**src/rtl/systolic_tile_ctrl.sv**
```systemverilog
// Tile sequencer for an ARR_N x ARR_N output-stationary systolic array.
// Walks the (m,n,k) tiles through load, compute and write-back phases.
module systolic_tile_ctrl #(
  parameter int ARR_N  = 4,
  parameter int M_SIZE = 8,
  parameter int N_SIZE = 8,
  parameter int K_SIZE = 16,
  localparam int TM   = (M_SIZE + ARR_N - 1) / ARR_N,
  localparam int TN   = (N_SIZE + ARR_N - 1) / ARR_N,
  localparam int TK   = (K_SIZE + ARR_N - 1) / ARR_N,
  localparam int MX_A = (TM > TN) ? TM : TN,
  localparam int MX_B = (MX_A > TK) ? MX_A : TK,
  localparam int MX_C = (MX_B > 3 * ARR_N) ? MX_B : 3 * ARR_N,
  localparam int CW   = $clog2(MX_C + 1),
  localparam int RW   = $clog2(ARR_N),
  localparam int PW   = 2 * ARR_N - 1
) (
  input  logic             clk,
  input  logic             rst_n,
  input  logic             start,
  input  logic             data_valid,
  input  logic             wr_ready,
  output logic             busy,
  output logic             done,
  output logic             rd_en,
  output logic [CW-1:0]    tile_m,
  output logic [CW-1:0]    tile_n,
  output logic [CW-1:0]    tile_k,
  output logic [ARR_N-1:0] valid_a,
  output logic [ARR_N-1:0] valid_b,
  output logic             acc_clr,
  output logic [PW-1:0]    path_en,
  output logic             wr_en,
  output logic [RW-1:0]    wr_row
);

  localparam int NB = ARR_N * ARR_N;
  localparam int BW = $clog2(NB);
  localparam logic [BW-1:0] B_LAST  = BW'(NB - 1);
  localparam logic [CW-1:0] C_LAST  = CW'(3 * ARR_N - 1);
  localparam logic [CW-1:0] TM_LAST = CW'(TM - 1);
  localparam logic [CW-1:0] TN_LAST = CW'(TN - 1);
  localparam logic [CW-1:0] TK_LAST = CW'(TK - 1);
  localparam logic [RW-1:0] R_LAST  = RW'(ARR_N - 1);

  typedef enum logic [1:0] {IDLE, LOAD, COMPUTE, WRITE} state_t;

  state_t        state_q, state_d;
  logic [BW-1:0] b_q, b_d;
  logic [CW-1:0] c_q, c_d;
  logic [RW-1:0] row_q, row_d;
  logic [CW-1:0] tm_q, tm_d, tn_q, tn_d, tk_q, tk_d;
  logic          done_d;
  logic          beat_acc;
  logic [ARR_N-1:0] va_d;
  logic [PW-1:0]    pe_d;

  assign beat_acc = (state_q == LOAD) && data_valid;

  always_comb begin
    state_d = state_q;
    b_d     = b_q;
    c_d     = c_q;
    row_d   = row_q;
    tm_d    = tm_q;
    tn_d    = tn_q;
    tk_d    = tk_q;
    done_d  = 1'b0;
    case (state_q)
      IDLE: begin
        if (start) begin
          state_d = LOAD;
          b_d     = '0;
          tm_d    = '0;
          tn_d    = '0;
          tk_d    = '0;
        end
      end
      LOAD: begin
        if (beat_acc) begin
          if (b_q == B_LAST) begin
            state_d = COMPUTE;
            b_d     = '0;
            c_d     = '0;
          end else begin
            b_d = b_q + 1'b1;
          end
        end
      end
      COMPUTE: begin
        if (c_q == C_LAST) begin
          c_d = '0;
          if (tk_q != TK_LAST) begin
            tk_d    = tk_q + 1'b1;
            state_d = LOAD;
          end else begin
            tk_d    = '0;
            row_d   = '0;
            state_d = WRITE;
          end
        end else begin
          c_d = c_q + 1'b1;
        end
      end
      WRITE: begin
        if (wr_ready) begin
          if (row_q == R_LAST) begin
            row_d = '0;
            if (tn_q != TN_LAST) begin
              tn_d    = tn_q + 1'b1;
              state_d = LOAD;
            end else begin
              tn_d = '0;
              if (tm_q != TM_LAST) begin
                tm_d    = tm_q + 1'b1;
                state_d = LOAD;
              end else begin
                tm_d    = '0;
                state_d = IDLE;
                done_d  = 1'b1;
              end
            end
          end else begin
            row_d = row_q + 1'b1;
          end
        end
      end
      default: state_d = IDLE;
    endcase
  end

  // The pulse for the final load beat lands in the first compute cycle and is
  // merged with the compute skew window there.
  always_comb begin
    va_d = '0;
    pe_d = '0;
    for (int r = 0; r < ARR_N; r++) begin
      if (beat_acc && (int'(b_q) / ARR_N) == r) va_d[r] = 1'b1;
      if (state_d == COMPUTE && int'(c_d) >= r && int'(c_d) < r + ARR_N) va_d[r] = 1'b1;
    end
    for (int p = 0; p < PW; p++) begin
      if (state_d == COMPUTE && int'(c_d) >= p + 1 && int'(c_d) <= p + ARR_N) pe_d[p] = 1'b1;
    end
  end

  always_ff @(posedge clk or negedge rst_n) begin
    if (!rst_n) begin
      state_q <= IDLE;
      b_q     <= '0;
      c_q     <= '0;
      row_q   <= '0;
      tm_q    <= '0;
      tn_q    <= '0;
      tk_q    <= '0;
      busy    <= 1'b0;
      done    <= 1'b0;
      rd_en   <= 1'b0;
      valid_a <= '0;
      valid_b <= '0;
      acc_clr <= 1'b0;
      path_en <= '0;
      wr_en   <= 1'b0;
      wr_row  <= '0;
    end else begin
      state_q <= state_d;
      b_q     <= b_d;
      c_q     <= c_d;
      row_q   <= row_d;
      tm_q    <= tm_d;
      tn_q    <= tn_d;
      tk_q    <= tk_d;
      busy    <= (state_d != IDLE);
      done    <= done_d;
      rd_en   <= (state_d == LOAD);
      valid_a <= va_d;
      valid_b <= va_d;
      acc_clr <= (state_d == COMPUTE) && (c_d == '0) && (tk_d == '0);
      path_en <= pe_d;
      wr_en   <= (state_d == WRITE);
      wr_row  <= row_d;
    end
  end

  assign tile_m = tm_q;
  assign tile_n = tn_q;
  assign tile_k = tk_q;

endmodule

```
**config.mk**
```make
export PLATFORM = sky130hd
export DESIGN_NAME = systolic_tile_ctrl
export DESIGN_NICKNAME = d
export VERILOG_FILES = /design/src/rtl/systolic_tile_ctrl.sv
export SDC_FILE = /design/constraint.sdc
export NUM_CORES = 1
export LEC_CHECK = 0
export ABC_AREA = 1
export CORE_ASPECT_RATIO = 0.75
export CORE_MARGIN = 4
export CORE_UTILIZATION = 40
export DETAILED_ROUTE_END_ITERATION = 7
export PLACE_DENSITY_LB_ADDON = 0.2
export SKIP_LAST_GASP = 1
export SLEW_MARGIN = 25
export SYNTH_ARGS = -nofsm -noshare
export SYNTH_HDL_FRONTEND = slang
export SYNTH_SLANG_ARGS = --single-unit
```
**constraint.sdc**
```tcl
create_clock -name clk -period 1.58 [get_ports clk]
set_input_delay 0.237 -clock clk [delete_from_list [all_inputs] [get_ports clk]]
set_output_delay 0.237 -clock clk [all_outputs]
set_load 0.02 [all_outputs]
```
### Word level (Yosys, flattened, before mapping)

Cells that the tools add are included.

| word-level totals | value |
|---|---|
| register bits | 40 |
| bits of input ports | 5 |
| output and inout bits | 34 |

| operators by class | value |
|---|---|
| $add $sub $neg | 6 |
| order comparisons | 18 |
| eq/ne operators | 22 |
| muxes and demuxes | 56 |
| reductions and logical operators | 37 |

Operator list:

| cell | count |
|---|---|
| 4-bit 2-to-1 mux | 16 |
| 4-bit one-hot mux with 2 select lines | 5 |
| 32-bit zero test | 1 |
| 1-bit logical AND | 25 |
| 1-bit 2-to-1 mux | 22 |
| 2-bit 2-to-1 mux | 11 |
| 4-bit by 1-bit adder with 4-bit output (second input constant) | 5 |
| 4-bit by 3-bit greater-or-equal comparator with 1-bit output (second input constant) | 4 |
| 4-bit by 3-bit less-or-equal comparator with 1-bit output (second input constant) | 4 |
| 4-bit by 3-bit < comparator with 1-bit output (second input constant) | 4 |
| 2-bit == test (second input constant) | 7 |
| 2-bit inequality test (second input constant) | 7 |
| 4-bit less-or-equal comparator (second input constant) | 3 |
| 4-bit == test (second input constant) | 2 |
| 4-bit by 2-bit greater-or-equal comparator with 1-bit output (second input constant) | 2 |
| 4-bit zero test | 2 |
| 4-bit by 1-bit inequality test with 1-bit output (second input constant) | 2 |
| 2-bit one-hot mux with 4 select lines | 1 |
| 4-bit AND reduction | 2 |
| 2-bit nonzero test | 4 |
| 2-bit by 1-bit == test with 1-bit output (second input constant) | 3 |
| 5-bit AND reduction | 1 |
| 4-bit by 1-bit greater-or-equal comparator with 1-bit output (second input constant) | 1 |
| 4-bit by 2-bit inequality test with 1-bit output (second input constant) | 1 |
| 4 further kinds | 4 |

### Logic depth before layout (Yosys ltp)

| logic depth | value |
|---|---|
| depth after elaboration | 10 |
| mapped depth | 14 |
| depth with buffers taken out | 14 |

### Worst setup path after synthesis

OpenSTA, ideal clock, no wires.

| path | value |
|---|---|
| path type | register to register |
| from | register state_q[1] |
| to | register valid_b[2] |
| arrival | 1.667 ns |
| data required time | 1.515 ns |
| path slack | -0.152 ns |
| cell stages (with the launch flop) | 13 |
| path buffers | 0 |
| clock period less this slack | 1.732 ns |
| cells stage by stage | dfrtp_1 -> inv_1 -> ha_1 -> nand2_2 -> nor2_2 -> nand2_2 -> nand2_2 -> nand2_4 -> o21ai_4 -> nand2_1 -> nand2_1 -> nand3_2 -> nand2_1 |

| on the way | value |
|---|---|
| word-level cells in the longest chain between the ends | 8 |
| elaborated cells on any way between the ends | 22 |
| classes of those cells | order compare (2); eq/ne (4); mux (11); reduce/logical (5) |

RTL lines:

| what | RTL line | RTL |
|---|---|---|
| start: declaration | 48 | `state_t state_q, state_d;` |
| start signal: assignment | 165 | `state_q <= state_d;` |
| 2-bit by 1-bit == test with 1-bit output | 58, 69 |  |
| 1-bit logical AND | 58 | `assign beat_acc = (state_q == LOAD) && data_valid;` |
| 4-bit 2-to-1 mux / 2-bit 2-to-1 mux (equally long branches) | 80 | `if (beat_acc) begin` |
| 4-bit one-hot mux with 2 select lines / 2-bit one-hot mux with 4 select lines (equally long branches) | 69 | `case (state_q)` |
| 4-bit by 2-bit greater-or-equal comparator with 1-bit output / 2-bit == test (equally long branches) | 139 | `if (state_d == COMPUTE && int'(c_d) >= r && int'(c_d) < r + ARR_N) va_d[r] = 1'b1;` |
| 1-bit logical AND (2 in a row) | 139 |  |
| 1-bit 2-to-1 mux (*) | 139 |  |
| via va_d[2] | 55 | `logic [ARR_N-1:0] va_d;` |
| end signal: assignment | 176 | `valid_b <= va_d;` |
| end: declaration | 30 | `output logic [ARR_N-1:0] valid_b,` |

The timed path passes the listed nets; every way through them passes the cells marked *.
A chain may end at the register's enable or synchronous reset.

### Final worst setup path

| path | value |
|---|---|
| from | register state_q[1] |
| to | register path_en[4] |

| on the way | value |
|---|---|
| word-level cells in the longest chain between the ends | 8 |
| elaborated cells on any way between the ends | 20 |
| classes of those cells | order compare (2); eq/ne (4); mux (10); reduce/logical (4) |

RTL lines:

| what | RTL line | RTL |
|---|---|---|
| 2-bit by 1-bit == test with 1-bit output | 58, 69 |  |
| 1-bit logical AND | 58 |  |
| 4-bit 2-to-1 mux / 2-bit 2-to-1 mux (equally long branches) | 80 |  |
| 4-bit one-hot mux with 2 select lines / 2-bit one-hot mux with 4 select lines (equally long branches) | 69 |  |
| 4-bit by 3-bit greater-or-equal comparator with 1-bit output / 2-bit == test (equally long branches) | 142 | `if (state_d == COMPUTE && int'(c_d) >= p + 1 && int'(c_d) <= p + ARR_N) pe_d[p] = 1'b1;` |
| 1-bit logical AND | 142 |  |
| 1-bit logical AND (*) | 142 |  |
| 1-bit 2-to-1 mux (*) | 142 |  |
| via pe_d[4] | 56 | `logic [PW-1:0] pe_d;` |
| end signal: assignment | 178 | `path_en <= pe_d;` |
| end: declaration | 32 | `output logic [PW-1:0] path_en,` |

Marks and branches as above.

==> results.yml <==
floorplanning:
  die_h_um: 72.13
  start_util_pct: 41.20
  rows: 23
  core-area_um2: 5324
  ioPinCount: 39
  die_area_um2: 6745
  die_w_um: 93.51
critical_path:
  worstPathArrival_ns: 2.01
  cpPeakStageDelay_ns: 0.47
  cp_slowest_cell: "dfrtp_2"
  cp.depth: 12
  worstPathMaxFanout: 5
  start_kind: "flop"
  r2r_slack_ns: -0.24
  path_buf_inv: 2
  cp_cell_sequence: "inv_4 > ha_4 > nand2_4 > nor2_4 > nand2_4 > nand2_8 > nand2_8 > buf_12 > o21ai_4 > nand2_1 > nand2_2 > nor2_2"
  critPathRequiredTime_ns: 1.77
  path_delay_family: "simple AND/OR/NAND/NOR gates"
  worstRegToRegCells: 12
  crit_path_end_kind: "flop"
  crit_type: "flop to flop"
synthesis:
  synth_warnings: 0
  syn-cell-area_um2: 2193
  seq_area_frac_synth_pct: 45.64
  yosys.cell_types.count: 31
  synth_seq_cells: 40
  syn-num-nets: 281
  syn-mean-instance-area_um2: 8.308
  syn-instance-count: 264
cts:
  cts_buffer_depth: 2
  root_buffer: "clkbuf_8"
  cts_tree: "built"
  clk_pin_slew_worst_paths_ns: 0.09
  cts_sinks: 40
  cts_max_level: 2
  numCtsBuffers: 5
  clk_latency_ns: 0.30
detailed_routing:
  wire_per_inst_um: 13.66
  drc_errors: 0
  routed_wl_mm: 6.200
  ant_nets: 0
  viasPerCell: 4.753
  first_iter_violations: 97
  dr.pass1.iters: 4
  vias: 2158
finish:
  layout_common_cells: "60 x buf_4, 38 x dfrtp_1, 33 x nand2_1, 29 x inv_1, 24 x clkdlybuf4s50_1"
  final_common_cell: "buf_4"
  nFillCells: 382
  final_nets: 395
  fin_area_um2: 3746
  diodes: 0
  drive_gt1_share_pct: 43.01
  area_delta_synth_final_pct: 70.79
  instances_no_fill: 454
timing:
  relSlewSlack_pct: 68.64
  rsz0062_at_grt: "true"
  period_share_pct: 115.0
  finalSetupViolations: 24
  timing.fmax_mhz: 550.6
  hold_viol: 0
  worstMarginPinSlew_ns: 0.4704
  clock-skew-final_ns: 0.01032
  worst_slack_ns: -0.2362
  drv_slew: 0
  period_minus_slack_ns: 1.816
pwr:
  power.density_nw_per_um2: 1106
  total_power_mw: 4.142
  worst_ir_drop_vdd_mv: 0.4717
  leakagePower_nw: 1.894
global_route:
  grt_pass1_vias: 2077
  grt_overflow_total: 0
  grt_pass1_wl_mm: 9.673
  grt_usage_pct: 18.27
  grt_max_degree: 22
  antenna_found_initial: 0
status:
  violations: "setup timing"
  status: "finished with violations"
job:
  cap_violations: 0
placement:
  dp_cells: 427
  io_buffers: 38
  gp_congestion: 0.8528
  place_area_um2: 3109
  hpwl_mm: 3.976
hold_path:
  hold_class: "input pin to asynchronous set/reset pin"
## layer usage
layer	vias to the layer above	track usage (%)	share of wire, %
met5	-	0	0
met1	1018	24.88	45
met3	10	4.041	4.8
met2	54	29.00	49
li1	1076	-	-
met4	0	6.179	1.5
## registers in the layout (all words and copies together) (netlist names), 2 cells and up
| signal | count |
|---|---|
| b_q | 4 |
| path_en | 7 |
| tile_n | 4 |
| valid_b | 4 |
| tile_k | 4 |
| tile_m | 4 |
| state_q | 2 |
| row_q | 2 |
| c_q | 4 |
## synth_stat cells
cell	n	share of area (%)
a211oi_1	1	0.34
a21boi_1	1	0.34
a21oi_1	7	1.6
a21oi_4	1	0.74
buf_2	1	0.23
buf_4	4	1.4
clkinv_2	1	0.23
dfrtp_1	40	46
ha_1	12	6.8
inv_1	39	6.7
inv_2	2	0.34
mux2i_1	2	0.91
nand2_1	57	9.8
nand2_2	5	1.4
nand2_4	2	1.0
nand3_1	28	6.4
nand3_2	3	1.4
nand4_1	1	0.29
nor2_1	22	3.8
nor2_2	2	0.57
nor3_1	3	0.68
o211ai_1	1	0.34
o21ai_0	12	2.7
o21ai_2	1	0.40
o21ai_4	1	0.74
o21bai_1	2	0.68
o22ai_1	5	1.4
o2bb2ai_1	1	0.40
o31ai_1	1	0.34
xnor2_1	1	0.40
xor2_1	5	2.0
## path summary, 6_finish.rpt
kind | from | to
max | state_q[1] | path_en[4]
min | rst_n | tile_n[2]
max reg2reg | state_q[1] | path_en[4]
min reg2reg | tile_m[2] | tile_m[2]
max in group asynchronous | rst_n | state_q[1]
min in group clk | tile_m[2] | tile_m[2]
## per-stage QoR
step | hold WS [ns] | TNS (ns) | util, % | worst slack (ns)
4_1_cts | 0.4417 | -1.697 | 63.83 | -0.1502
5_1_grt | 0.4712 | -5.899 | 70.36 | -0.3397
3_5_place_dp | 0.2214 | -4.623 | 58.40 | -0.3174
6_report | 0.4235 | -2.971 | 70.36 | -0.2362
3_3_place_gp | 0.2212 | -4.130 | 58.40 | -0.3189
2_1_floorplan | -0.05859 | -0.3136 | - | -0.04097
## power by group
part / total, mW / internal, mW / switching [mW] / leakage, nW
combinational: 2.09 / 1.01 / 1.08 / 1.30
sequential: 1.20 / 1.14 / 0.0641 / 0.540
clock: 0.848 / 0.468 / 0.380 / 0.0541
## layout make-up
| cell class | instances | area, um2 | area share, % |
|---|---|---|---|
| clock buffers | 5 | 68.82 | 1.837 |
| repair buffers | 111 | 972.2 | 25.95 |
| inverters | 42 | 172.7 | 4.609 |
| well taps | 75 | 93.84 | 2.505 |
| clock inverters | 3 | 42.54 | 1.136 |
| multi-input cells | 178 | 1393 | 37.17 |
| flip-flops and latches | 40 | 1003 | 26.79 |
## logic make-up after synthesis
group / Yosys count / share of synthesized area (%)
compound gates: 34 / 10.10
xor+xnor: 6 / 2.396
fa+ha+maj: 12 / 6.845
buf+inv: 47 / 8.842
flops: 40 / 45.64
mux: 2 / 0.9128
simple gates: 123 / 25.27
## timing repair
action,CTS,global route
setup endpoints to repair,40,35
hold endpoints to repair,19,0
cloned,1,0
setup buffers,7,13
hold buffers,1,0
gates resized for setup,54,66
pin swaps,23,34
(Power assumes the default switching activity.)
